$ cat src/rtl/tow_pkg.sv
// Shared types and constants for the Tug of War round referee.
package tow_pkg;

    localparam int unsigned SEG_W = 7;
    localparam int unsigned WIN_W = 2;

    typedef enum logic [1:0] {
        PLAY = 2'd0,
        HOLD = 2'd1,
        OVER = 2'd2
    } state_t;

    localparam logic [WIN_W-1:0] WIN_NONE = 2'b00;
    localparam logic [WIN_W-1:0] WIN_L    = 2'b01;
    localparam logic [WIN_W-1:0] WIN_R    = 2'b10;

    // Active-low segments ordered {g,f,e,d,c,b,a}
    localparam logic [SEG_W-1:0] SEG_0     = 7'b1000000;
    localparam logic [SEG_W-1:0] SEG_1     = 7'b1111001;
    localparam logic [SEG_W-1:0] SEG_2     = 7'b0100100;
    localparam logic [SEG_W-1:0] SEG_3     = 7'b0110000;
    localparam logic [SEG_W-1:0] SEG_4     = 7'b0011001;
    localparam logic [SEG_W-1:0] SEG_5     = 7'b0010010;
    localparam logic [SEG_W-1:0] SEG_6     = 7'b0000010;
    localparam logic [SEG_W-1:0] SEG_7     = 7'b1111000;
    localparam logic [SEG_W-1:0] SEG_8     = 7'b0000000;
    localparam logic [SEG_W-1:0] SEG_9     = 7'b0010000;
    localparam logic [SEG_W-1:0] SEG_BLANK = 7'b1111111;

endpackage

$ cat src/rtl/seg7_digit.sv
// Combinational 4-bit to active-low seven-segment decoder; values above 9 blank.
module seg7_digit
    import tow_pkg::*;
(
    input  logic [3:0]       value,
    output logic [SEG_W-1:0] seg_c
);

    always_comb begin
        seg_c = SEG_BLANK;
        case (value)
            4'd0:    seg_c = SEG_0;
            4'd1:    seg_c = SEG_1;
            4'd2:    seg_c = SEG_2;
            4'd3:    seg_c = SEG_3;
            4'd4:    seg_c = SEG_4;
            4'd5:    seg_c = SEG_5;
            4'd6:    seg_c = SEG_6;
            4'd7:    seg_c = SEG_7;
            4'd8:    seg_c = SEG_8;
            4'd9:    seg_c = SEG_9;
            default: seg_c = SEG_BLANK;
        endcase
    end

endmodule

$ cat src/rtl/tow_referee.sv
// Tug of War round referee: detects round wins at the end lights, keeps scores,
// holds the playfield clear between rounds and drives the two score digits.
module tow_referee
    import tow_pkg::*;
#(
    parameter int unsigned MAX_SCORE   = 7,
    parameter int unsigned HOLD_CYCLES = 50_000_000
) (
    input  logic                               clk,
    input  logic                               reset,
    input  logic                               L,
    input  logic                               R,
    input  logic                               end_l,
    input  logic                               end_r,
    output logic                               playfield_clr,
    output logic [WIN_W-1:0]                   winner,
    output logic [$clog2(MAX_SCORE + 1)-1:0]   score_l,
    output logic [$clog2(MAX_SCORE + 1)-1:0]   score_r,
    output logic [SEG_W-1:0]                   hex_l,
    output logic [SEG_W-1:0]                   hex_r
);

    localparam int unsigned SW = $clog2(MAX_SCORE + 1);
    localparam int unsigned CW = (HOLD_CYCLES > 1) ? $clog2(HOLD_CYCLES) : 1;

    state_t           state;
    state_t           state_next;
    logic [CW-1:0]    cnt;
    logic [CW-1:0]    cnt_next;
    logic [SW-1:0]    score_l_next;
    logic [SW-1:0]    score_r_next;
    logic [WIN_W-1:0] winner_next;
    logic             win_l_c;
    logic             win_r_c;

    // Simultaneous presses cancel; each side is qualified by its own end light
    assign win_l_c = end_l & L & ~R;
    assign win_r_c = end_r & R & ~L;

    always_comb begin
        state_next   = state;
        cnt_next     = cnt;
        score_l_next = score_l;
        score_r_next = score_r;
        winner_next  = winner;
        case (state)
            PLAY: begin
                if (win_l_c) begin
                    score_l_next = score_l + SW'(1);
                    winner_next  = WIN_L;
                    cnt_next     = CW'(HOLD_CYCLES - 1);
                    state_next   = (score_l_next == SW'(MAX_SCORE)) ? OVER : HOLD;
                end else if (win_r_c) begin
                    score_r_next = score_r + SW'(1);
                    winner_next  = WIN_R;
                    cnt_next     = CW'(HOLD_CYCLES - 1);
                    state_next   = (score_r_next == SW'(MAX_SCORE)) ? OVER : HOLD;
                end
            end
            HOLD: begin
                if (cnt == '0) begin
                    state_next = PLAY;
                end else begin
                    cnt_next = cnt - CW'(1);
                end
            end
            OVER: begin
                state_next = OVER;
            end
            default: begin
                state_next = PLAY;
            end
        endcase
    end

    always_ff @(posedge clk) begin
        if (!reset) begin
            state         <= PLAY;
            cnt           <= '0;
            score_l       <= '0;
            score_r       <= '0;
            winner        <= WIN_NONE;
            playfield_clr <= 1'b0;
        end else begin
            state         <= state_next;
            cnt           <= cnt_next;
            score_l       <= score_l_next;
            score_r       <= score_r_next;
            winner        <= winner_next;
            playfield_clr <= (state_next != PLAY);
        end
    end

    seg7_digit u_digit_l (
        .value (4'(score_l)),
        .seg_c (hex_l)
    );

    seg7_digit u_digit_r (
        .value (4'(score_r)),
        .seg_c (hex_r)
    );

endmodule

$ cat config.mk
export PLATFORM = sky130hd
export DESIGN_NAME = tow_referee
export DESIGN_NICKNAME = d
export VERILOG_FILES = /design/src/rtl/tow_pkg.sv /design/src/rtl/seg7_digit.sv /design/src/rtl/tow_referee.sv
export SDC_FILE = /design/constraint.sdc
export NUM_CORES = 1
export LEC_CHECK = 0
export CAP_MARGIN = 0
export CORE_AREA = 2 2 78 118
export DETAILED_ROUTE_END_ITERATION = 8
export DIE_AREA = 0 0 80 120
export DONT_BUFFER_PORTS = 1
export PLACE_DENSITY_LB_ADDON = 0.05
export SLEW_MARGIN = 20
export SYNTH_ARGS = -nofsm -noshare
export SYNTH_HDL_FRONTEND = slang
export SYNTH_SLANG_ARGS = --single-unit
$ cat constraint.sdc
create_clock -name clk -period 3.1 [get_ports clk]
set_input_delay 0.93 -clock clk [delete_from_list [all_inputs] [get_ports clk]]
set_output_delay 0.93 -clock clk [all_outputs]
set_load 0.01 [all_outputs]
==> results.ini, run 1 <==
[outcome]
status = complete, no violations

[clock_network]
postCtsSetupRepairBufs = 0
worstSkewPairLatency_ps = 300
cts_resized = 0
clockRootBuffer = clkbuf_16
cts_inserted_buffers = 5
clock_path_buffers = 2
h-tree-depth = 2
cts_tree = yes
clk_pin_slew_ps = 70
cts.sink_count = 51
cts_hold_buf = 0

[final_layout]
final_common_cell = dfxtp_1
nNetsFinal = 298
syn2layout_area_growth_pct = 11.4
antennaDiodeCount = 0
fin_area_um2 = 2810
final_cell_mix = dfxtp_1 (51), nor3_1 (19), nor2_1 (16)
nFillCells = 935
drive_above_1_share_pct = 11.9

[die]
pin_count = 29
die_y_um = 120
die-area_um2 = 9600
core_area_um2 = 8620
floorplan.rows = 42
dieWidth_um = 80
start_util_pct = 29.3

[timing]
fin_tns_setup_ps = 0
period_share_pct = 88.3
slew_headroom_pct = 43.0
hold-worst-slack_ps = 487
max_slew.worst_pin.slew_ps = 833
setup_viol_count_final = 0
period_minus_slack_ps = 2740
skew_ps = 6.19
hold_viol_final = 0
max_freq_mhz = 365
slew_viol_final = 0
rsz0062_at_grt = false

[synth]
netlist.area_leader.share_pct = 40.5
synthArstFlopShare_pct = 0
synth-main-ff-cell = dfxtp_1
yosysTopAreaCell = dfxtp_1
netlist_area_um2 = 2520
yosys_warnings = 0
ys_seq_area_share_pct = 40.5
ys_ff_latch = 51
synth-edff-count = 0
ys_types = 52
syn_area_per_cell_um2 = 9.21
syn-num-nets = 295
synth_area_leaders = dfxtp_1 (40%), ha_1 (7.4%), or4_1 (3.9%), nor3_1 (3.8%), o31ai_1 (3.3%)
synth_cells = 274

[pwr]
power_leakage_uw = 0.00112
power_uw = 1710
ir_drop_mv = 0.224
power-per-cell-area_nw_per_um2 = 607

[detailed_routing]
wl_um = 6110
viasPerCell = 5.14
routedWlPerCell_um = 15.8
first_pass_iters = 4
dr_total_vias = 1993
antenna_left = 0
drt_iter0_drc = 116
remaining_drc_errors = 0

[min_path]
min_path_type = reg -> reg
holdPathStages = 2

[worst_setup_path]
crit_required_ps = 3290
critPathMaxFanout = 6
rrSetupSlack_ps = 360
reg2reg_depth = 7
crit_path_start_kind = register
critPathKind = reg -> reg
arrival_ps = 2930
worst_setup_path_end_kind = register

[grt]
antenna_found_initial = 0
grt_max_degree = 17
grt_pass1_vias = 2091
grt_pass1_wl_um = 10500
gr-total-overflow = 0
grt_usage_pct = 14.2

[placed_design]
dpl_cell_area_um2 = 2660
hpwl_um = 4400
io_buffers = 0
gp_congestion = 0.741

[job]
max_cap_violations = 0

==> critical path: stages (launching register included) <==
cell       delay, ps
dfxtp_1          350
inv_1             70
ha_1             180
or4b_4           490
or3_1            420
a2111oi_0        740
a21oi_1          130
a31o_2           240
==> state kept, by name (all words and copies together), names as in the netlist <==
register,flops
cnt,26
u_digit_l.seg_c,7
u_digit_r.seg_c,7
score_l,3
score_r,3
state,2
winner,2
playfield_clr,1
==> area by class of cell <==
type	count	area, um^2	area share [%]
timing repair buffer	8	60.1	2.14
tap	110	138	4.90
inverter	15	56.3	2.00
sequential	51	1020	36.3
clock inverter	2	16.3	0.579
clock buffer	6	139	4.94
multi-input combinational	196	1380	49.1
==> power breakdown <==
group          total [uW]  switching (uW)  internal [uW]
sequential            770            61.8            708
combinational         355             211            144
clock                 582             259            323
total                1710             532           1180
==> final timing paths <==
kind / from / end
worst max-delay path: cnt[0] / cnt[24]
worst min-delay path: cnt[8] / cnt[8]
worst max register to register: cnt[0] / cnt[24]
worst min register to register: cnt[8] / cnt[8]
==> cells by family after synthesis <==
logic type | Yosys count | synth area share, %
fa+ha+maj | 15 | 7.44
flops | 51 | 40.5
mux | 6 | 2.53
simple gates | 107 | 25.2
compound gates | 59 | 16.4
buf+inv | 27 | 4.86
xor+xnor | 9 | 3.12
==> synth_stat cells (8+ instances only) <==
cell and number:
or3_1 8, nand2_1 12, nor2_1 16, or4_1 13, a31oi_1 12, clkbuf_1 8, dfxtp_1 51, a21oi_1 10
o31ai_1 11, nor3_1 19, o21ai_0 8, inv_1 15, ha_1 15
==> metal layers <==
metal	global-route usage (%)	vias up	routed length (um)
met3	3.76	14	226
met5	0	-	0
met4	7.10	0	184
li1	-	1025	-
met2	24.1	39	3100
met1	16.1	915	2600
==> metrics by stage <==
stage | cells | setup slack [ps] | utilization (%)
floorplan | 274 | 548 | -
global placement | 380 | 384 | 30.8
detailed placement | 380 | 364 | 30.8
CTS | 388 | 377 | 32.6
global route | 388 | 143 | 32.6
finish | 388 | 362 | 32.6
Power figures use the tool's default switching activity.
==> inputs of run 2 (changes only) <==
- CTS_CLUSTER_DIAMETER: unset -> 80
==> results of run 2 <==
Same layout as run 1: the final DEF is identical, and so are final timing and power.
